<file path="config.mk">
export PLATFORM = sky130hd
export DESIGN_NAME = memory_bus_arbiter
export DESIGN_NICKNAME = d
export VERILOG_FILES = /design/src/rtl/memory_bus_arbiter.sv
export SDC_FILE = /design/constraint.sdc
export NUM_CORES = 1
export LEC_CHECK = 0
export BUFFER_PORTS_ARGS = -buffer_cell sky130_fd_sc_hd__buf_2
export CORE_AREA = 2 2 167 169
export CTS_CLUSTER_SIZE = 20
export DETAILED_ROUTE_END_ITERATION = 8
export DIE_AREA = 0 0 169 171
export PLACE_DENSITY = 0.61
export SYNTH_ARGS = -nofsm -noshare
export SYNTH_HDL_FRONTEND = slang
export SYNTH_SLANG_ARGS = --single-unit
</file>
<file path="constraint.sdc">
create_clock -name clk -period 12.5 [get_ports clk]
set_input_delay 0.625 -clock clk [delete_from_list [all_inputs] [get_ports clk]]
set_output_delay 0.625 -clock clk [all_outputs]
set_load 0.03 [all_outputs]
</file>
<file path="src/rtl/memory_bus_arbiter.sv">
// memory_bus_arbiter
// Shares one downstream memory port between the fetch stage and the
// load/store unit. At most one downstream transaction is in flight.
//
// Build option: define MEMORY_ARBITER_ROUND_ROBIN_EN to alternate grants when
// both requesters ask in the same cycle. Left undefined, load/store always
// wins over fetch.
//
// Handshake rules: a request transfers in a cycle where its valid and ready
// are both high; a requester holds valid and payload stable until it sees
// ready. Ready is a combinational function of valid and arbiter state and is
// only ever offered in IDLE. Downstream, mem_req_valid holds the latched
// fields stable until mem_req_ready. Response pulses (fetch_rsp_valid /
// ls_rsp_valid) are single-cycle with no back-pressure; the data outputs hold
// the last response value.
module memory_bus_arbiter #(
    parameter int ADDR_W         = 32,
    parameter int DATA_W         = 64,
    parameter int TIMEOUT_CYCLES = 255
) (
    input  logic              clk,
    input  logic              reset,
    // fetch port
    input  logic              fetch_req_valid,
    input  logic [ADDR_W-1:0] fetch_req_addr,
    output logic              fetch_req_ready,
    output logic              fetch_rsp_valid,
    output logic [DATA_W-1:0] fetch_rsp_data,
    // load/store port
    input  logic              ls_req_valid,
    input  logic              ls_req_write,
    input  logic [ADDR_W-1:0] ls_req_addr,
    input  logic [DATA_W-1:0] ls_req_wdata,
    output logic              ls_req_ready,
    output logic              ls_rsp_valid,
    output logic [DATA_W-1:0] ls_rsp_data,
    // downstream memory port
    output logic              mem_req_valid,
    output logic              mem_req_write,
    output logic [ADDR_W-1:0] mem_req_addr,
    output logic [DATA_W-1:0] mem_req_wdata,
    output logic              mem_req_owner,
    input  logic              mem_req_ready,
    input  logic              mem_rsp_valid,
    input  logic [DATA_W-1:0] mem_rsp_data,
    // status
    output logic              mem_timeout,
    output logic [1:0]        dbg_state
);

    localparam logic [1:0] S_IDLE  = 2'd0;
    localparam logic [1:0] S_ISSUE = 2'd1;
    localparam logic [1:0] S_WAIT  = 2'd2;

    // owner encoding: 0 = fetch, 1 = load/store
    logic [1:0]        r_state;
    logic [ADDR_W-1:0] r_addr;
    logic [DATA_W-1:0] r_wdata;
    logic              r_write;
    logic              r_owner;
    logic [7:0]        r_wait_cnt;
    logic              r_timeout;
    logic              r_fetch_rsp;
    logic              r_ls_rsp;
    logic [DATA_W-1:0] r_rsp_data;

    logic              w_pick_ls;
    logic              w_can_grant;
    logic              w_rsp_pulse;
    logic              w_in_wait;
    logic              w_rsp_done;
    logic              w_tmo_hit;
    logic              w_finish;

`ifdef MEMORY_ARBITER_ROUND_ROBIN_EN
    logic              r_last_grant;

    // On a tie, grant whichever requester did not win the previous grant.
    assign w_pick_ls = ls_req_valid && (!fetch_req_valid || !r_last_grant);

    // Remember who won each grant; reset leaves load/store as last winner.
    always_ff @(posedge clk or posedge reset) begin
        if (reset) begin
            r_last_grant <= 1'b1;
        end else if (w_can_grant) begin
            r_last_grant <= w_pick_ls;
        end
    end
`else
    // Fixed priority: load/store beats fetch whenever it is asking.
    assign w_pick_ls = ls_req_valid;
`endif

    // A grant needs IDLE, a requester, and no response pulse this cycle so a
    // new grant never overlaps the previous transaction's completion.
    assign w_rsp_pulse = r_fetch_rsp || r_ls_rsp;
    assign w_can_grant = (r_state == S_IDLE) && !reset && !w_rsp_pulse &&
                         (fetch_req_valid || ls_req_valid);

    assign w_in_wait  = (r_state == S_WAIT);
    assign w_rsp_done = w_in_wait && mem_rsp_valid;
    // The current WAIT cycle is the TIMEOUT_CYCLES-th without a response.
    assign w_tmo_hit  = w_in_wait && !mem_rsp_valid &&
                        (({24'd0, r_wait_cnt} + 32'd1) >= 32'(TIMEOUT_CYCLES));
    assign w_finish   = w_rsp_done || w_tmo_hit;

    // Transaction sequencing: IDLE -> ISSUE -> WAIT -> IDLE.
    always_ff @(posedge clk or posedge reset) begin
        if (reset) begin
            r_state <= S_IDLE;
        end else begin
            case (r_state)
                S_IDLE:  if (w_can_grant)   r_state <= S_ISSUE;
                S_ISSUE: if (mem_req_ready) r_state <= S_WAIT;
                S_WAIT:  if (w_finish)      r_state <= S_IDLE;
                default:                    r_state <= S_IDLE;
            endcase
        end
    end

    // Capture the winning request's fields at grant; held until next grant.
    always_ff @(posedge clk or posedge reset) begin
        if (reset) begin
            r_addr  <= '0;
            r_wdata <= '0;
            r_write <= 1'b0;
            r_owner <= 1'b0;
        end else if (w_can_grant) begin
            r_addr  <= w_pick_ls ? ls_req_addr : fetch_req_addr;
            r_wdata <= w_pick_ls ? ls_req_wdata : '0;
            r_write <= w_pick_ls && ls_req_write;
            r_owner <= w_pick_ls;
        end
    end

    // Count WAIT cycles (saturating) and raise the sticky timeout flag.
    always_ff @(posedge clk or posedge reset) begin
        if (reset) begin
            r_wait_cnt <= 8'd0;
            r_timeout  <= 1'b0;
        end else begin
            if (w_finish || !w_in_wait) begin
                r_wait_cnt <= 8'd0;
            end else if (r_wait_cnt != 8'hFF) begin
                r_wait_cnt <= r_wait_cnt + 8'd1;
            end
            if (w_tmo_hit) begin
                r_timeout <= 1'b1;
            end
        end
    end

    // One-cycle response pulse to the owner; data is zero on a timeout abort.
    always_ff @(posedge clk or posedge reset) begin
        if (reset) begin
            r_fetch_rsp <= 1'b0;
            r_ls_rsp    <= 1'b0;
            r_rsp_data  <= '0;
        end else begin
            r_fetch_rsp <= w_finish && !r_owner;
            r_ls_rsp    <= w_finish && r_owner;
            if (w_rsp_done) begin
                r_rsp_data <= mem_rsp_data;
            end else if (w_tmo_hit) begin
                r_rsp_data <= '0;
            end
        end
    end

    assign fetch_req_ready = w_can_grant && !w_pick_ls;
    assign ls_req_ready    = w_can_grant && w_pick_ls;
    assign fetch_rsp_valid = r_fetch_rsp;
    assign ls_rsp_valid    = r_ls_rsp;
    assign fetch_rsp_data  = r_rsp_data;
    assign ls_rsp_data     = r_rsp_data;
    assign mem_req_valid   = (r_state == S_ISSUE);
    assign mem_req_write   = r_write;
    assign mem_req_addr    = r_addr;
    assign mem_req_wdata   = r_wdata;
    assign mem_req_owner   = r_owner;
    assign mem_timeout     = r_timeout;
    assign dbg_state       = r_state;

endmodule

</file>
==> run_results.csv, run 1 <==
group,metric,value,unit
worst_setup_path,worst_setup_path_end_kind,"output port",
worst_setup_path,critPathKind,"reg -> out",
route,vias_per_cell,4.551,
clock_network,insertion_delay,0.42,ns
worst_setup_path,path_cells,"or4_1 -> nor3_2 -> buf_4 -> and2_1 -> buf_2",
power_and_ir_drop,p_leak,0.005697,uW
synthesis,ys_types,33,
clock_network,cts_hold_buf,0,
synthesis,ys_seq_area_share,59.00,%
worst_setup_path,crit_family,"simple AND/OR/NAND/NOR gates",
final_layout,stdcell_count,1409,
clock_network,cts.sinks,175,
route,ant_nets,0,
synthesis,syn_area,7422,um^2
worst_setup_path,start_kind,"register",
clock_network,numCtsBuffers,17,
clock_network,cts-root-buf,"clkbuf_16",
route,num_vias,6413,
route,wl_per_cell,16.65,um
die,initial_core_util,27.16,%
power_and_ir_drop,totalPowerFinal,2993,uW
die,die_h,171,um
sta,worst_pin_slew,0.8368,ns
clock_network,ctsResizeCount,0,
die,fp-row-count,61,
run,maxCapViolCount,0,
synthesis,syn-num-nets,904,
synthesis,synth.top_cells.by_count,"dfrtp_1 (175), nand2_1 (166), nand3_1 (70)",
final_layout,finalNetCount,1250,
worst_setup_path,crit_arrival,2.56,ns
sta,drv_slew,0,
synthesis,synth_area_leaders,"dfrtp_1 (59%), nand2_1 (8.4%), a22o_1 (7.6%)",
sta,finalHoldViolations,0,
hold_path,hold_class,"in -> async",
sta,finalClockSkew,0.009533,ns
sta,rsz0062_at_grt,"no",
synthesis,synth.largest_area_cell,"dfrtp_1",
placed_design,dp.cells,1376,
clock_network,cts_tree,"done",
sta,min_period_over_period,25.48,%
synthesis,synth_flop_cell,"dfrtp_1",
die,die_area,28900,um^2
synthesis,synth_edf_count,0,
worst_setup_path,crit_buf_inv,2,
synthesis,yosys.area.top_type_share,59.00,%
route,drt_wl_total,23460,um
synthesis,synth_most_common_cell,"dfrtp_1",
placed_design,dpl.hpwl,17320,um
clock_network,cts_max_level,4,
synthesis,synthArstFlopShare,100.0,%
global_route,grt_overflow,0,
sta,min_period,3.185,ns
route,drt-pass1-iter-count,5,
route,first_iter_violations,347,
worst_setup_path,cpMaxStageDelayCell,"or4_1",
sta,relSlewSlack,44.22,%
die,ios,433,
global_route,antenna_found_initial,3,
sta,fin_tns_setup,0,ns
sta,finalSetupViolCount,0,
synthesis,synth-seq-cells,175,
worst_setup_path,cpPeakStageDelay,0.59,ns
clock_network,clk_pin_slew,0.07,ns
route,drc,0,
clock_network,cts_setup_buffers,0,
power_and_ir_drop,peakVddDrop,0.09708,mV
sta,timing.fmax,314.0,MHz
final_layout,drive_gt1_share,44.86,%
synthesis,yosysWarningCount,0,
synthesis,synthCells,703,
die,die_w,169,um
worst_setup_path,crit_fanout,66,
synthesis,avgSynthCellArea,10.56,um^2
placed_design,port_buffers,432,
global_route,grt_max_degree,119,
worst_setup_path,worstPathRequired,11.88,ns
global_route,grt_usage,15.99,%
final_layout,areaGrowthSynthToFinish,35.01,%
run_status,status,"completed",
power_and_ir_drop,pwr_density_cell,298.6,nW/um^2
global_route,grt_first_pass_wirelength,35180,um
global_route,grt_pass1_vias,6112,
clock_network,clockBufferDepth,2,
die,core,27320,um^2
placed_design,finalWeightedCongestion,0.8165,
[registers in the layout (all words and copies together), names as in the netlist, 2 cells and up]
| name | flops |
|---|---|
| fetch_rsp_data | 64 |
| mem_req_wdata | 64 |
| mem_req_addr | 32 |
| r_wait_cnt | 8 |
| dbg_state | 2 |
[layout by cell type (no fill, tap or decap), drive strengths merged]
master / count
and2: 1
a21o: 1
a22o: 64
nand2: 166
xor2: 2
a31o: 1
o21ai: 34
a221o: 1
and3: 3
nand2b: 2
nor2b: 1
a41oi: 1
nor3: 9
a21oi: 1
dfrtp: 175
or4: 2
nor4: 1
bufinv: 3
clkbuf: 19
a31oi: 1
clkinv: 4
nand3: 70
a311oi: 1
a211oi: 1
diode: 2
inv: 11
xnor2: 4
nor2: 8
mux2i: 32
o211a: 1
buf: 438
ha: 2
or3: 1
[through the flow]
step                area, um^2  util [%]  setup WS, ns  hold WS (ns)
global route             10020     36.67         9.160        0.3974
CTS                      10020     36.66         9.230        0.3972
detailed placement        9397     34.39         9.389        0.4501
global placement          9397     34.39         9.402        0.4450
floorplan                 7422         -         7.130        0.4990
finish                   10020     36.67         9.315        0.3700
[worst paths after layout]
| path | start | end | slack [ns] | cells after the start |
|---|---|---|---|---|
| max in group asynchronous | reset | mem_req_wdata[44]$_DFFE_PP0P_ | 10.81 | 3 |
| min reg2reg | mem_req_wdata[3]$_DFFE_PP0P_ | mem_req_wdata[3]$_DFFE_PP0P_ | 0.46 | 2 |
| max reg2reg | r_wait_cnt[0]$_DFFE_PP0P_ | fetch_rsp_data[40]$_DFFE_PP0P_ | 9.85 | 7 |
| min in group clk | mem_rsp_data[35] | fetch_rsp_data[35]$_DFFE_PP0P_ | 0.42 | 2 |
| min | reset | fetch_rsp_valid$_DFF_PP0_ | 0.37 | 2 |
| max | dbg_state[0]$_DFFE_PP0P_ | ls_req_ready | 9.32 | 5 |
[routing by layer]
layer | track usage [%] | part of all wire, %
met3 | 4.811 | 7.2
met5 | 0 | 0.030
met1 | 19.03 | 40
met2 | 27.99 | 51
met4 | 4.571 | 1.3
[report_power, final]
part	internal [uW]	total (uW)	leakage [uW]	switching (uW)
Combinational	400	1450	0.00319	1050
Clock	326	570	0.000304	244
Sequential	800	972	0.00220	172
Total	1530	2990	0.00570	1470
[cells by family after synthesis]
kind of cell / after synthesis / synth area share [%]
AOI/OAI and AO/OA: 107 / 10.87
xor gates and xnor gates: 6 / 0.7080
adders and majority gates: 2 / 0.3371
buffers and inverters: 117 / 9.659
DFF: 175 / 59.00
muxes: 32 / 4.316
and+or+nand+nor: 264 / 15.10
[final cells by class]
cell class                 count  area (um^2)
multi-input combinational    411         2345
timing repair buffer         438         2210
inverter                       6        30.03
tap                          346        432.9
fill                        2779        17300
clock buffer                  19        442.9
sequential                   175         4379
antenna                        2        5.005
clock inverter                12        176.4
No activity file was read; power rests on OpenSTA's default activity.
==> inputs of run 2 (changes only) <==
- clock period: 12.5 -> 3.05 ns (I/O delays scaled with it)
==> run_results.csv, run 2 (synthesis gave the netlist of run 1 again) <==
group,metric,value,unit
hold_path,hp-start,"fetch_req_addr[5]",
power_and_ir_drop,peakVddDrop,0.4272,mV
route,drt-pass1-iter-count,5,
final_layout,drive_gt1_share,39.41,%
sta,timing.fmax,384.5,MHz
worst_setup_path,r2r-start,"r_wait_cnt[0]$_DFFE_PP0P_",
die,core,27320,um^2
sta,min_period,2.601,ns
worst_setup_path,worst_setup_path_end_kind,"register",
worst_setup_path,crit_family,"simple AND/OR/NAND/NOR gates",
route,ant_nets,0,
global_route,grt_overflow,0,
clock_network,cts_max_level,4,
worst_setup_path,crit_top_cell,"nor2_1",
hold_path,holdPathStages,3,
sta,worst_pin_slew,0.8083,ns
worst_setup_path,path_cells,"inv_1 -> ha_1 -> nor2_1 -> nor2_1 -> or4_1 -> a221o_2 -> buf_4 -> a22o_1",
global_route,grt_first_pass_wirelength,36930,um
placed_design,dpl.hpwl,16660,um
route,drt_wl_total,24570,um
power_and_ir_drop,p_leak,0.006315,uW
die,fp-row-count,61,
route,drc,0,
placed_design,dpl_cell_area,9458,um^2
final_layout,diodes,0,
die,ios,433,
route,wl_per_cell,15.76,um
worst_setup_path,rrSetupSlack,0.45,ns
die,die_h,171,um
final_layout,finalNetCount,1402,
sta,finalHoldViolations,0,
run_status,status,"completed",
route,first_iter_violations,372,
placed_design,dp.cells,1378,
die,initial_core_util,27.16,%
power_and_ir_drop,pwr_density_cell,1063,nW/um^2
final_layout,stdcell_count,1559,
clock_network,clk_pin_slew,0.07,ns
final_layout,layout_commonest_cell,"buf_2",
placed_design,dp_slack,0.4742,ns
worst_setup_path,worstReg2RegEnd,"fetch_rsp_data[25]$_DFFE_PP0P_",
clock_network,cts_tree,"done",
sta,finalClockSkew,0.009744,ns
final_layout,areaGrowthSynthToFinish,55.26,%
sta,rsz0062_at_grt,"no",
run,maxCapViolCount,0,
clock_network,numCtsBuffers,17,
sta,min_period_over_period,85.28,%
die,die_w,169,um
route,met2_length,12440,um
route,top_layer,"met5",
global_route,grt_usage,16.52,%
final_layout,design_area,11520,um^2
worst_setup_path,critPathKind,"reg -> reg",
sta,drv_slew,0,
route,vias_per_cell,4.478,
placed_design,finalWeightedCongestion,0.7942,
sta,holdWs,0.02060,ns
worst_setup_path,start_kind,"register",
die,die_area,28900,um^2
placed_design,port_buffers,432,
global_route,grt_pass1_vias,6781,
global_route,grt_max_degree,112,
worst_setup_path,crit_buf_inv,2,
worst_setup_path,r2r_cells,8,
route,met1_length,9883,um
sta,relSlewSlack,46.11,%
clock_network,clockBufferDepth,2,
sta,worst_slack,0.4491,ns
clock_network,cts-root-buf,"clkbuf_16",
clock_network,cts.sinks,175,
final_layout,layout_common_cells,"buf_2 (431), dfrtp_1 (175), nand2_1 (166), dlygate4sd3_1 (150), nand3_1 (70)",
hold_path,whs_endpoint,"mem_req_addr[5]$_DFFE_PP0P_",
worst_setup_path,worstPathRequired,3.36,ns
global_route,antenna_found_initial,1,
worst_setup_path,crit_fanout,66,
hold_path,hold_class,"in -> reg",
route,num_vias,6981,
worst_setup_path,crit_arrival,2.91,ns
sta,fin_tns_setup,0,ns
route,dr_wl_met3,1688,um
clock_network,cts_setup_buffers,0,
worst_setup_path,cpMaxStageDelayCell,"or4_1",
sta,finalSetupViolCount,0,
worst_setup_path,cpPeakStageDelay,0.55,ns
final_layout,nFillCells,2661,
clock_network,insertion_delay,0.43,ns
[run 2: report_power, final]
group	switching, uW	total [uW]	internal [uW]
logic	4320	6120	1800
registers	716	4000	3280
clock network	963	2140	1170
[run 2: cell type report]
class / count / area (um^2) / share of cell area (%)
Sequential cell: 175 / 4379 / 38.00
Clock buffer: 20 / 456.7 / 3.963
Clock inverter: 11 / 107.6 / 0.9338
Inverter: 6 / 26.28 / 0.2280
Tap cell: 346 / 432.9 / 3.757
Timing Repair Buffer: 590 / 3776 / 32.77
Multi-Input combinational cell: 411 / 2345 / 20.35
[run 2: tightest hold or removal path, stage by stage]
cell	delay (ns)
buf_2	0.08
mux2i_1	0.05
o21ai_0	0.12
[run 2: how the worst max path moves through the flow]
stage,start,end,slack (ns),cells past startpoint
final,r_wait_cnt[0]$_DFFE_PP0P_,fetch_rsp_data[25]$_DFFE_PP0P_,0.45,8
after global routing,r_wait_cnt[0]$_DFFE_PP0P_,fetch_rsp_data[32]$_DFFE_PP0P_,0.34,8
after CTS,dbg_state[0]$_DFFE_PP0P_,fetch_req_ready,0.45,4
after detailed placement,r_wait_cnt[0]$_DFFE_PP0P_,fetch_rsp_data[25]$_DFFE_PP0P_,0.47,8
after global placement,r_wait_cnt[0]$_DFFE_PP0P_,fetch_rsp_data[18]$_DFFE_PP0P_,0.51,8
after floorplan,dbg_state[0]$_DFFE_PP0P_,fetch_req_ready,0.59,6
[run 2: metal layers]
metal  up-vias  track usage, %
li1       3334               -
met1      3296           19.29
met2       313           29.29
met3        36           4.233
met4         2           6.132
met5         -               0
[run 2: timing repair]
| item | CTS | global route |
|---|---|---|
| hold endpoints to repair | 278 | 0 |
| hold buffers | 150 | 0 |
| gates resized for setup | 0 | 0 |
[run 2: metrics by stage]
stage	power (uW)	utilization, %
finish	12250	42.17
global route	12970	42.17
global placement	9960	34.61
floorplan	8559	-
detailed placement	10030	34.61
CTS	12390	42.17
==> inputs of run 3 (changes only) <==
- ABC_AREA: unset -> 1
- CORE_AREA: 2 2 167 169 -> 2 2 166 168
- DIE_AREA: 0 0 169 171 -> 0 0 168 170
==> run_results.csv, run 3 <==
group,metric,value,unit
global_route,grt_pass1_vias,7456,
sta,min_period_over_period,87.67,%
placed_design,dp_slack,0.8553,ns
worst_setup_path,worst_setup_path_end_kind,"register",
worst_setup_path,start_kind,"register",
final_layout,areaGrowthSynthToFinish,62.48,%
route,drt-pass1-iter-count,4,
synthesis,synthCells,746,
final_layout,nFillCells,2487,
sta,relSlewSlack,31.36,%
die,initial_core_util,27.50,%
clock_network,ctsResizeCount,0,
sta,drv_slew,0,
final_layout,finalNetCount,1498,
sta,finalClockSkew,0.01022,ns
clock_network,clk_pin_slew,0.08,ns
final_layout,layout_commonest_cell,"buf_2",
power_and_ir_drop,peakVddDrop,0.4433,mV
final_layout,layout_common_cells,"buf_2 (432), nand2_1 (244), dlygate4sd3_1 (195), dfrtp_1 (175), nand3_1 (104)",
sta,timing.fmax,374.0,MHz
final_layout,drive_gt1_share,37.02,%
synthesis,synth.top_cells.by_count,"nand2_1 (245), dfrtp_1 (175), nand3_1 (105)",
placed_design,port_buffers,432,
placed_design,finalWeightedCongestion,0.8112,
worst_setup_path,crit_arrival,2.98,ns
sta,min_period,2.674,ns
synthesis,syn_area,7330,um^2
worst_setup_path,critPathKind,"reg -> reg",
die,die_w,168,um
clock_network,cts_max_level,4,
sta,finalSetupViolCount,0,
final_layout,diodes,0,
synthesis,synthArstFlopShare,100.0,%
clock_network,clockBufferDepth,2,
global_route,grt_first_pass_wirelength,40740,um
clock_network,cts_tree,"done",
sta,finalHoldViolations,0,
route,first_iter_violations,444,
synthesis,ys_types,25,
worst_setup_path,worstPathRequired,3.36,ns
route,drc,0,
sta,worst_pin_slew,1.030,ns
synthesis,avgSynthCellArea,9.825,um^2
placed_design,dpl.hpwl,17740,um
clock_network,cts_setup_buffers,0,
global_route,grt_usage,18.34,%
power_and_ir_drop,pwr_density_cell,1029,nW/um^2
synthesis,synth.largest_area_cell,"dfrtp_1",
route,vias_per_cell,4.483,
worst_setup_path,crit_fanout,93,
die,ios,433,
sta,worst_slack,0.3760,ns
clock_network,numCtsBuffers,17,
power_and_ir_drop,p_leak,0.006534,uW
global_route,antenna_found_initial,1,
clock_network,cts.sinks,175,
route,drt_wl_total,26790,um
run,maxCapViolCount,0,
synthesis,synth_area_leaders,"dfrtp_1 (60%), nand2_1 (13%), a22o_1 (7.8%)",
die,die_area,28560,um^2
route,wl_per_cell,16.22,um
synthesis,synth_most_common_cell,"nand2_1",
run_status,status,"completed",
synthesis,synth_flop_cell,"dfrtp_1",
global_route,grt_overflow,0,
clock_network,insertion_delay,0.43,ns
synthesis,synth-seq-cells,175,
route,num_vias,7402,
hold_path,hold_class,"in -> reg",
die,core,26650,um^2
synthesis,ys_seq_area_share,59.75,%
die,die_h,170,um
clock_network,cts-root-buf,"clkbuf_16",
die,fp-row-count,60,
synthesis,syn-num-nets,947,
synthesis,synth_edf_count,0,
synthesis,yosysWarningCount,0,
global_route,grt_max_degree,94,
sta,fin_tns_setup,0,ns
synthesis,yosys.area.top_type_share,59.75,%
sta,rsz0062_at_grt,"no",
route,ant_nets,0,
run 3: final timing paths:
| check | startpoint | endpoint | slack, ns | cells past startpoint |
|---|---|---|---|---|
| min in group asynchronous | reset | r_wait_cnt[6]$_DFFE_PP0P_ | 0.38 | 3 |
| worst min register to register | mem_req_owner$_DFFE_PP0P_ | fetch_rsp_valid$_DFF_PP0_ | 0.44 | 1 |
| worst min-delay path | ls_req_valid | mem_req_owner$_DFFE_PP0P_ | 0.04 | 3 |
| max in group asynchronous | reset | mem_req_addr[12]$_DFFE_PP0P_ | 1.80 | 4 |
| worst max register to register | dbg_state[1]$_DFFE_PP0P_ | mem_req_addr[23]$_DFFE_PP0P_ | 0.38 | 7 |
| worst max-delay path | dbg_state[1]$_DFFE_PP0P_ | mem_req_addr[23]$_DFFE_PP0P_ | 0.38 | 7 |
run 3: critical path, cell delays in order (launching register included):
cell	delay, ns
dfrtp_1	0.45
nor4_1	0.35
and2_1	0.25
clkinv_2	0.14
buf_4	0.42
nand2_1	0.17
nand3_1	0.09
dlygate4sd3_1	0.60
run 3: final cells by class:
type                            count  area, um^2  share of cell area [%]
Clock buffer                       17       425.4                   3.572
Clock inverter                     15       166.4                   1.397
Inverter                           18       73.82                  0.6199
Multi-Input combinational cell    446        2196                   18.44
Sequential cell                   175        4379                   36.77
Tap cell                          341       426.7                   3.583
Timing Repair Buffer              639        4242                   35.62
run 3: cells by family after synthesis:
| group | Yosys count | synth area share, % |
|---|---|---|
| flops | 175 | 59.75 |
| fa+ha+maj | 2 | 0.3414 |
| simple gates | 372 | 21.10 |
| xor+xnor | 2 | 0.2390 |
| buf+inv | 125 | 10.40 |
| compound gates | 70 | 8.177 |
run 3: where the power goes:
| group | internal (uW) | switching, uW |
|---|---|---|
| logic | 2010 | 4190 |
| clock network | 1110 | 1100 |
| registers | 3220 | 629 |
| total | 6330 | 5920 |
run 3: what timing repair did:
item / CTS / global route
setup endpoints to repair: 0 / 0
hold endpoints to repair: 186 / 1
hold buffers: 194 / 1
run 3: routing by layer:
metal	vias up	GRT usage, %	part of all wire (%)
li1	3494	-	-
met1	3494	20.55	38
met2	359	33.35	51
met3	53	4.070	6.2
met4	2	8.280	3.8
met5	-	0	0.049
run 3: stage by stage:
| stage | utilization, % | area [um^2] | total power, uW | hold WS (ns) | instances |
|---|---|---|---|---|---|
| CTS | 44.65 | 11900 | 12300 | 0.003500 | 1650 |
| global placement | 35.14 | 9365 | 9511 | 0.3116 | 1424 |
| detailed placement | 35.14 | 9365 | 9585 | 0.3180 | 1424 |
| floorplan | - | 7333 | 8127 | 0.2388 | 746 |
| global route | 44.69 | 11910 | 12900 | 0.07081 | 1651 |
| finish | 44.69 | 11910 | 12250 | 0.03934 | 1651 |
